<file path="config.mk">
export PLATFORM = sky130hd
export DESIGN_NAME = layer_motion_updater_flat
export DESIGN_NICKNAME = d
export VERILOG_FILES = /design/src/rtl/layer_motion_updater_pkg.sv /design/src/rtl/layer_motion_updater_if.sv /design/src/rtl/layer_motion_residue_ram.sv /design/src/rtl/layer_motion_updater.sv /design/src/flat_wrapper.sv
export SDC_FILE = /design/constraint.sdc
export NUM_CORES = 1
export LEC_CHECK = 0
export CAP_MARGIN = 25
export CORE_MARGIN = 2
export CORE_UTILIZATION = 35
export DETAILED_ROUTE_END_ITERATION = 10
export DONT_BUFFER_PORTS = 1
export PLACE_DENSITY = 0.58
export SETUP_SLACK_MARGIN = 0.3
export SLEW_MARGIN = 5
export SYNTH_ARGS = -nofsm -noshare
export SYNTH_HDL_FRONTEND = slang
export SYNTH_SLANG_ARGS = --single-unit
</file>
<file path="constraint.sdc">
create_clock -name clk -period 18.55 [get_ports clk]
set_input_delay 1.855 -clock clk [delete_from_list [all_inputs] [get_ports clk]]
set_output_delay 1.855 -clock clk [all_outputs]
set_load 0.02 [all_outputs]
</file>
<file path="src/rtl/layer_motion_updater_pkg.sv">
// layer_motion_updater_pkg: header register indices, flag bits and scan states shared by the motion updater.
package layer_motion_updater_pkg;
    localparam int LAYER_W = 5;
    localparam logic [2:0] REG_FLAGS = 3'd0;
    localparam logic [2:0] REG_W     = 3'd1;
    localparam logic [2:0] REG_H     = 3'd2;
    localparam logic [2:0] REG_X     = 3'd3;
    localparam logic [2:0] REG_Y     = 3'd4;
    localparam logic [2:0] REG_VX    = 3'd5;
    localparam logic [2:0] REG_VY    = 3'd6;
    localparam logic [2:0] REG_ANIM  = 3'd7;
    localparam int POPULATED = 0;
    localparam int SPRITE    = 1;
    localparam int HIDDEN    = 2;
    localparam int ANIMATED  = 3;
    typedef enum logic [3:0] {
        IDLE, RD_FLAGS, RD_X, RD_VX, WR_X, RD_Y, RD_VY, WR_Y, RD_ANIM, WR_ANIM, DONE
    } state_t;
endpackage

</file>
<file path="src/rtl/layer_motion_updater_if.sv">
// layer_motion_updater_if: controller read/write port of the layer header register file.
interface layer_motion_updater_if;
    logic [15:0] ctrlReadData;
    logic [4:0]  ctrlReadWriteLayer;
    logic [2:0]  layerRegisterIndex;
    logic [15:0] writeLayerData;
    logic        writeLayerEn;
    modport master (
        input  ctrlReadData,
        output ctrlReadWriteLayer, layerRegisterIndex, writeLayerData, writeLayerEn
    );
    modport slave (
        output ctrlReadData,
        input  ctrlReadWriteLayer, layerRegisterIndex, writeLayerData, writeLayerEn
    );
endinterface

</file>
<file path="src/rtl/layer_motion_residue_ram.sv">
// layer_motion_residue_ram: per-layer X/Y sub-pixel residues; async read, sync per-axis write, clear-all.
module layer_motion_residue_ram #(
    parameter int NUM_LAYERS = 32,
    parameter int FRAC_BITS  = 6
) (
    input  logic                 clk,
    input  logic                 rst,
    input  logic                 clr_i,
    input  logic                 we_x_i,
    input  logic                 we_y_i,
    input  logic [4:0]           addr_i,
    input  logic [FRAC_BITS-1:0] wdata_i,
    output logic [FRAC_BITS-1:0] res_x_o,
    output logic [FRAC_BITS-1:0] res_y_o
);
    logic [NUM_LAYERS-1:0][2*FRAC_BITS-1:0] mem_q;

    assign res_x_o = mem_q[addr_i][FRAC_BITS-1:0];
    assign res_y_o = mem_q[addr_i][2*FRAC_BITS-1:FRAC_BITS];

    always_ff @(posedge clk or posedge rst) begin
        if (rst) mem_q <= '0;
        else if (clr_i) mem_q <= '0;
        else begin
            if (we_x_i) mem_q[addr_i][FRAC_BITS-1:0] <= wdata_i;
            if (we_y_i) mem_q[addr_i][2*FRAC_BITS-1:FRAC_BITS] <= wdata_i;
        end
    end
endmodule

</file>
<file path="src/rtl/layer_motion_updater.sv">
// layer_motion_updater: on frameStart walks all layers, applying sprite velocity (with sub-pixel residue)
// and animation frame advance through the controller header port.
module layer_motion_updater
    import layer_motion_updater_pkg::*;
#(
    parameter int NUM_LAYERS = 32,
    parameter int FRAC_BITS  = 6
) (
    input  logic clk,
    input  logic reset,
    input  logic frameStart,
    input  logic clrFrac,
    layer_motion_updater_if.master bus,
    output logic busy,
    output logic done,
    output logic overrun
);
    state_t state_q, state_d;
    logic [LAYER_W-1:0] layer_q, layer_d;
    logic anim_q, anim_d;
    logic [15:0] pos_q, pos_d, data_q, data_d;
    logic [FRAC_BITS-1:0] res_x, res_y;
    logic [16+FRAC_BITS-1:0] acc;
    logic [8:0] next_frame;
    logic [7:0] new_frame;
    logic [15:0] rd;
    logic last, adv;

    assign rd = bus.ctrlReadData;
    // Position and residue form one fixed-point word so carries out of the fraction land in the pixel part.
    assign acc = {pos_q, state_q == RD_VX ? res_x : res_y} + {{FRAC_BITS{rd[15]}}, rd};
    assign next_frame = {1'b0, rd[15:8]} + 9'd1;
    assign new_frame = (rd[7:0] == 8'd0 || next_frame >= {1'b0, rd[7:0]}) ? 8'd0 : next_frame[7:0];
    assign last = layer_q == LAYER_W'(NUM_LAYERS - 1);

    layer_motion_residue_ram #(.NUM_LAYERS(NUM_LAYERS), .FRAC_BITS(FRAC_BITS)) u_res (
        .clk    (clk),
        .rst    (reset),
        .clr_i  (clrFrac && state_q == IDLE),
        .we_x_i (state_q == RD_VX),
        .we_y_i (state_q == RD_VY),
        .addr_i (layer_q),
        .wdata_i(acc[FRAC_BITS-1:0]),
        .res_x_o(res_x),
        .res_y_o(res_y)
    );

    always_ff @(posedge clk or posedge reset) begin
        if (reset) begin
            state_q <= IDLE;
            layer_q <= '0;
            anim_q  <= 1'b0;
            pos_q   <= '0;
            data_q  <= '0;
        end else begin
            state_q <= state_d;
            layer_q <= layer_d;
            anim_q  <= anim_d;
            pos_q   <= pos_d;
            data_q  <= data_d;
        end
    end

    always_comb begin
        state_d = state_q;
        layer_d = layer_q;
        anim_d  = anim_q;
        pos_d   = pos_q;
        data_d  = data_q;
        adv     = 1'b0;
        case (state_q)
            IDLE: if (frameStart) begin
                state_d = RD_FLAGS;
                layer_d = '0;
            end
            RD_FLAGS: begin
                anim_d = rd[ANIMATED];
                if (rd[POPULATED] && rd[SPRITE]) state_d = RD_X;
                else adv = 1'b1;
            end
            RD_X: begin
                pos_d   = rd;
                state_d = RD_VX;
            end
            RD_VX: begin
                data_d  = acc[16+FRAC_BITS-1:FRAC_BITS];
                state_d = WR_X;
            end
            WR_X: state_d = RD_Y;
            RD_Y: begin
                pos_d   = rd;
                state_d = RD_VY;
            end
            RD_VY: begin
                data_d  = acc[16+FRAC_BITS-1:FRAC_BITS];
                state_d = WR_Y;
            end
            WR_Y: if (anim_q) state_d = RD_ANIM; else adv = 1'b1;
            RD_ANIM: begin
                data_d  = {new_frame, rd[7:0]};
                state_d = WR_ANIM;
            end
            WR_ANIM: adv = 1'b1;
            DONE: state_d = IDLE;
            default: state_d = IDLE;
        endcase
        if (adv) begin
            state_d = last ? DONE : RD_FLAGS;
            layer_d = last ? layer_q : layer_q + 5'd1;
        end
    end

    assign bus.ctrlReadWriteLayer = layer_q;
    assign bus.writeLayerData     = data_q;
    assign bus.writeLayerEn       = state_q inside {WR_X, WR_Y, WR_ANIM};
    assign bus.layerRegisterIndex = (state_q inside {RD_X, WR_X}) ? REG_X :
                                    (state_q inside {RD_Y, WR_Y}) ? REG_Y :
                                    (state_q == RD_VX) ? REG_VX :
                                    (state_q == RD_VY) ? REG_VY :
                                    (state_q inside {RD_ANIM, WR_ANIM}) ? REG_ANIM : REG_FLAGS;
    assign busy    = state_q != IDLE;
    assign done    = state_q == DONE;
    assign overrun = frameStart && state_q != IDLE;
endmodule

</file>
<file path="src/flat_wrapper.sv">
// flat-port wrapper written by rule: the top's interface ports become plain ports
module layer_motion_updater_flat import layer_motion_updater_pkg::*;
#(
    parameter int NUM_LAYERS = 32,
    parameter int FRAC_BITS  = 6
)
  (clk, reset, frameStart, clrFrac, busy, done, overrun, bus_ctrlReadData, bus_ctrlReadWriteLayer, bus_layerRegisterIndex, bus_writeLayerData, bus_writeLayerEn);
  layer_motion_updater_if bus_i ();
  input  logic clk;
  input  logic reset;
  input  logic frameStart;
  input  logic clrFrac;
  output logic busy;
  output logic done;
  output logic overrun;
  input wire logic [$bits(bus_i.ctrlReadData)-1:0] bus_ctrlReadData;
  output wire logic [$bits(bus_i.ctrlReadWriteLayer)-1:0] bus_ctrlReadWriteLayer;
  output wire logic [$bits(bus_i.layerRegisterIndex)-1:0] bus_layerRegisterIndex;
  output wire logic [$bits(bus_i.writeLayerData)-1:0] bus_writeLayerData;
  output wire logic [$bits(bus_i.writeLayerEn)-1:0] bus_writeLayerEn;
  assign bus_i.ctrlReadData = bus_ctrlReadData;
  assign bus_ctrlReadWriteLayer = bus_i.ctrlReadWriteLayer;
  assign bus_layerRegisterIndex = bus_i.layerRegisterIndex;
  assign bus_writeLayerData = bus_i.writeLayerData;
  assign bus_writeLayerEn = bus_i.writeLayerEn;
  layer_motion_updater #(.NUM_LAYERS(NUM_LAYERS), .FRAC_BITS(FRAC_BITS)) u_core (.clk(clk), .reset(reset), .frameStart(frameStart), .clrFrac(clrFrac), .bus(bus_i), .busy(busy), .done(done), .overrun(overrun));
endmodule
</file>
# Word-level counts from Yosys, hierarchy flattened
# Index checks and enable logic that the tools add are counted.
[totals]
regBits = 426
latchBits = 0
ramBits = 0
romBits = 0
inputBits = 20
output_inout_bits = 28
wordCells = 111
n_memories = 0
[op_classes]
n_addsub = 3
mul = 0
n_div = 0
n_lt_le_gt_ge = 3
eq_ne = 16
shift = 0
muxes = 33
bitwise = 0
reduce_logical = 19
[op_table]
columns = ["op", "count"]
rows = [
  ["two-way mux 384 bit", 4],
  ["bitwise mux 384 bit", 2],
  ["demux 12 bit (select 5 bit)", 2],
  ["binary-select mux 12 bit (select 5 bit)", 1],
  ["case mux 4 bit (10 select lines)", 1],
  ["case mux 16 bit (2 select lines)", 1],
  ["two-way mux 12 bit", 2],
  ["adder 22 bit", 1],
  ["two-way mux 4 bit", 5],
  ["two-way mux 5 bit", 4],
  ["== test 4 x 3 -> 1 bit, second input constant", 4],
  ["two-way mux 3 bit", 5],
  ["== test 4 bit, second input constant", 3],
  ["two-way mux 6 bit", 2],
  ["nonzero test 2 bit", 6],
  ["adder 8 x 1 -> 9 bit, second input constant", 1],
  ["greater-or-equal comparator 9 x 8 -> 1 bit", 1],
  ["== test 4 x 2 -> 1 bit, second input constant", 2],
  ["zero test 8 bit", 1],
  ["two-way mux 8 bit", 1],
  ["less-than comparator 5 x 6 -> 1 bit, second input constant", 1],
  ["!= test 3 x 1 -> 1 bit, second input constant", 2],
  ["adder 5 x 1 -> 5 bit, second input constant", 1],
  ["== test 5 bit, second input constant", 1],
  ["15 further kinds", 20],
]

# Logic depth before layout (Yosys ltp)
[logic_depth]
ltp_word = 10
mapped_depth = 19
depth_no_buf = 16

# By module
# A second synthesis with hierarchy kept.
[unflattened]
cells_unflattened = 2509
area_unflattened_um2 = 22746.8
[by_module_without_submodules]
columns = ["module", "instances", "cells_per_inst", "area_per_inst_um2"]
rows = [
  ["layer_motion_residue_ram", 1, 2130, 19264.7],
  ["layer_motion_updater", 1, 379, 3482.1],
]

# Worst setup path before layout
# OpenSTA, ideal clock, no wires.
[synth_path]
kind = "reg-to-reg"
from = "register u_core.layer_q[1] (netlist: u_core.bus.ctrlReadWriteLayer[1])"
to = "register u_core.data_q[12] (netlist: u_core.bus.writeLayerData[12])"
setup_ps = 71
arrival_time_ps = 3910
required_ps = 18479
path_slack_ps = 14569
stages_incl_launch_ff = 18
path_buffers = 4
synth_period_minus_slack_ps = 3981
path_cell_list = "dfrtp_1 > buf_2 > buf_2 > buf_1 > buf_2 > mux4_2 > a21oi_1 > a31oi_1 > ha_1 > inv_1 > fa_1 > nor2b_1 > o211ai_1 > a21oi_1 > o21ai_1 > nor4_1 > mux2_2 > nor2_1"
[synth_between]
elab_chain_cells = 5
[synth_rtl]
columns = ["element", "line", "rtl"]
rows = [
  ["from (decl)", "layer_motion_updater.sv:19", "logic [LAYER_W-1:0] layer_q, layer_d;"],
  ["from (signal assigned)", "layer_motion_updater.sv:57", "layer_q <= layer_d;"],
  ["binary-select mux 12 bit (select 5 bit)", "layer_motion_residue_ram.sv:18, layer_motion_residue_ram.sv:19", ""],
  ["two-way mux 12 bit (implied by the code)", "layer_motion_residue_ram.sv:19", "assign res_y_o = mem_q[addr_i][2*FRAC_BITS-1:FRAC_BITS];"],
  ["two-way mux 6 bit", "layer_motion_updater.sv:31", "assign acc = {pos_q, state_q == RD_VX ? res_x : res_y} + {{FRAC_BITS{rd[15]}}, rd};"],
  ["adder 22 bit", "layer_motion_updater.sv:31", ""],
  ["case mux 16 bit (2 select lines)", "layer_motion_updater.sv:71", "case (state_q)"],
  ["to (signal assigned)", "layer_motion_updater.sv:60", "data_q <= data_d;"],
  ["to (decl)", "layer_motion_updater.sv:21", "logic [15:0] pos_q, pos_d, data_q, data_d;"],
]
# Every way passes these cells. The select of a mux whose other input is x is not followed.
# A chain may end at the register's enable or synchronous reset.

# Final worst setup path
[layout_path]
from = "register u_core.layer_q[0] (netlist: u_core.bus.ctrlReadWriteLayer[0])"
to = "register u_core.u_res.mem_q[339] in the netlist's numbering"
[layout_between]
elab_chain_cells = 10
word_cells_on_any_way = 16
cone_classes = "add/sub (1); order compare (2); mux (12); reduce/logical (1)"
[layout_rtl]
columns = ["element", "line", "rtl"]
rows = [
  ["binary-select mux 12 bit (select 5 bit) (tied with other cells)", "layer_motion_residue_ram.sv:18, layer_motion_residue_ram.sv:19", ""],
  ["two-way mux 12 bit (implied by the code) or logical AND 1 bit (tied branches)", "layer_motion_residue_ram.sv:19, layer_motion_residue_ram.sv:25", ""],
  ["two-way mux 6 bit, on equally long branches", "layer_motion_updater.sv:31, layer_motion_residue_ram.sv:25", ""],
  ["adder 22 bit or demux 12 bit (select 5 bit) (tied branches)", "layer_motion_updater.sv:31, layer_motion_residue_ram.sv:25", ""],
  ["bitwise mux 384 bit", "layer_motion_residue_ram.sv:25", "if (we_x_i) mem_q[addr_i][FRAC_BITS-1:0] <= wdata_i;"],
  ["two-way mux 384 bit", "layer_motion_residue_ram.sv:25", ""],
  ["two-way mux 384 bit", "layer_motion_residue_ram.sv:23", "else if (clr_i) mem_q <= '0;"],
  ["bitwise mux 384 bit", "layer_motion_residue_ram.sv:26", "if (we_y_i) mem_q[addr_i][2*FRAC_BITS-1:FRAC_BITS] <= wdata_i;"],
  ["two-way mux 384 bit (*)", "layer_motion_residue_ram.sv:26", ""],
  ["two-way mux 384 bit (*)", "layer_motion_residue_ram.sv:23", ""],
  ["to (signal, indexed assignment)", "layer_motion_residue_ram.sv:25", ""],
  ["to (signal, indexed assignment)", "layer_motion_residue_ram.sv:26", ""],
  ["to (decl)", "layer_motion_residue_ram.sv:16", "logic [NUM_LAYERS-1:0][2*FRAC_BITS-1:0] mem_q;"],
]
# Mark *: on every way between the ends. The rest lies on a longest branch, timed or not. The select of a mux whose other input is x is not followed.

==> out/qor.txt <==
Critical Path Start Type: flop
period utilization: 31.4%
routability cong.: 0.869
Detailed Routing Iterations Pass 1: 5
Cell Area, Synth: 0.0207 mm^2
Die H: 247 um
Placed Area: 0.0213 mm^2
asr flop ratio synth: 100%
Power, Total: 3.70 mW
crit path max fanout: 40
Most common cell on crit path: buf_4
PortBufs: 0
CTS buffer count: 47
vias in the first global route: 15374
Slew Limit Headroom: 31.0%
Clock Sinks: 426
minimum clock period: 5.82 ns
PwrDens: 161 mW/mm^2
Total Wirelength: 56.4 mm
Detail Route Antenna Nets: 0
cts repair resizes: 0
first-pass GRT wire length: 90.3 mm
vias per std cell: 5.68
Syn Nets: 2059
critical path class: flop to flop
Hold-fix buffers, CTS: 0
static leakage: 9.66 nW
status: finished clean
ys flop type: dfrtp_1
sequential-to-total area share from yosys stat: 51.6%
maximum clock insertion buffer count: 3
share of layout cells above drive strength 1: 12.5%
Final Cell Area: 0.0230 mm^2
# rows: 89
post-synthesis register bit count: 426
max cap viols: 0
Final nets: 1983
via count: 15539
Max Freq: 172 MHz
Least-Margin Pin Slew: 1.03 ns
width of the chip: 247 um
Critical Path Max Stage Delay: 0.79 ns
CTS clk-pin slew, worst paths: 0.06 ns
Starting Density: 35.2%
I/O pin count: 48
GRT overflow: 0
DR WL/cell: 20.6 um
unrepaired setup endpoints after global routing: false
area grow syn2layout: 11.2%
WP data required: 18.99 ns
die footprint: 0.0610 mm^2
postcts setup bufs: 0
core area: 0.0587 mm^2
peak supply drop: 0.149 mV
CP max stage cell: dfrtp_4
Final TNS setup: 0 ns
Netlist cell types: 58
EDFF count, synth: 0
final hold viol count: 0
H-Tree Depth: 2
crit-path cells: buf_4 > mux4_2 > a22oi_1 > nand2_1 > a221oi_1 > a31o_2 > inv_1 > ha_1 > a21oi_1 > nor2b_1 > nor2_1 > xor2_4 > buf_4 > o21ai_0
TritonCTS clock tree: yes
# DRC: 0
worst clock skew: 0.0207 ns
endpoint class of the critical path: flop
HPWL Detailed: 35.9 mm
Hold WC Path Type: flop to flop
YS warnings: 0
Overall Global Routing Usage: 18.8%
Max Slew Vio Count: 0
root buf cell: clkbuf_16
final setup vio count: 0
cells after synthesis: 2003
Clock Latency Late Sink: 0.59 ns
setup slack, reg-to-reg: 12.73 ns
initial antenna violation count: 0
Critical Path AT: 6.26 ns
DR iter-0 viols: 1396
hold_ws: 0.475 ns
largest net degree at the start of global routing: 148
Synth Area per Inst: 10.3 um^2
## synth_stat cells (9+ instances only)
master    count  area, um^2
ha_1         35         438
a21o_1       11        82.6
a22oi_1      11        82.6
mux2i_1      22         220
buf_4        12        90.1
mux4_2       96        2160
nor3_1       14        70.1
a31oi_1      15        93.8
and2_1        9        56.3
a22o_1       11        96.3
xnor2_1      15         131
nor2_1       46         173
nand3_1     197         986
clkbuf_1    118         443
o21ai_0     401        2010
o22ai_1      11        68.8
a21oi_1      77         385
inv_1        22        82.6
mux2_2       24         270
buf_2        20         100
xor2_1       14         123
dfrtp_1     426       10700
nand2_1     297        1110
## power by group
part	internal [mW]	leakage [nW]	switching, mW
clock network	0.567	0.783	0.383
logic	0.467	3.09	1.00
registers	1.12	5.79	0.166
## per-stage QoR
stage | utilization, % | worst slack [ns] | cells
floorplan | - | 4.83 | 2003
global placement | 36.2 | 12.85 | 2644
detailed placement | 36.2 | 12.75 | 2644
CTS | 38.9 | 12.76 | 2728
global route | 39.1 | 12.38 | 2735
finish | 39.2 | 12.73 | 2736
## registers in the layout (all words and copies together), names as in the netlist
signal,flops
u_core.pos_q,16
u_core.state_q,4
u_core.bus.ctrlReadWriteLayer,5
u_core.u_res.mem_q,384
u_core.bus.writeLayerData,16
u_core.anim_q,1
## final cells by class
class                   instances  area [um^2]
inverters                      22         90.1
clock inverters                16          175
multi-input cells            1397         9330
fillers                      5687        35700
diodes                          1         2.50
clock buffers                  68         1410
repair buffers                 33          335
flip-flops and latches        426        10700
well taps                     773          967
## placed cells by master (no fill, tap or decap), types with 9 or more instances in the layout
cell type    n
nor2_1      46
ha_1        35
a22oi_1     11
nand3_1    197
mux2_2      24
o21ai_0    401
clkbuf_16   48
mux4_2      96
buf_4       27
and2_1       9
inv_1       20
clkinv_2     9
dfrtp_1    423
clkbuf_8    13
a21o_1      11
o22ai_1     11
a21oi_1     77
a31oi_1     15
mux2i_1     22
a22o_1      11
nor3_1      14
xnor2_1     13
nand2_1    296
xor2_1      12
## metal layers
| metal | GRT usage (%) | part of all wire (%) |
|---|---|---|
| met3 | 3.70 | 6.3 |
| met4 | 4.80 | 1.7 |
| met1 | 26.3 | 45 |
| met2 | 29.8 | 47 |
| met5 | 0 | 0 |
## cell families after synthesis
kind of cell	after synthesis	synth area share [%]
simple gates	612	13.2
mux	142	12.8
buf+inv	180	3.61
fa+ha+maj	36	2.22
xor+xnor	29	1.23
compound gates	578	15.3
flops	426	51.6
## critical path: cells and delay by family (launching register included)
| family | cells | cell delay (ns) |
|---|---|---|
| AOI/OAI and AO/OA | 5 | 1.36 |
| buffers and inverters | 3 | 1.30 |
| DFF | 1 | 0.79 |
| xor gates and xnor gates | 1 | 0.74 |
| muxes | 1 | 0.60 |
| and+or+nand+nor | 3 | 0.54 |
| adders and majority gates | 1 | 0.28 |
## final timing paths
path / start / to / cells after the start
hold reg to reg: u_core.u_res.mem_q[292]$_DFFE_PP0P_ / u_core.u_res.mem_q[292]$_DFFE_PP0P_ / 2
setup reg to reg: u_core.bus.ctrlReadWriteLayer[0]$_DFFE_PP0P_ / u_core.u_res.mem_q[339]$_DFFE_PP0P_ / 14
max in group asynchronous: reset / u_core.u_res.mem_q[53]$_DFFE_PP0P_ / 3
hold / removal: u_core.u_res.mem_q[292]$_DFFE_PP0P_ / u_core.u_res.mem_q[292]$_DFFE_PP0P_ / 2
min in group asynchronous: reset / u_core.u_res.mem_q[106]$_DFFE_PP0P_ / 1
setup / recovery: u_core.bus.ctrlReadWriteLayer[0]$_DFFE_PP0P_ / u_core.u_res.mem_q[339]$_DFFE_PP0P_ / 14
Power figures use the tool's default switching activity.
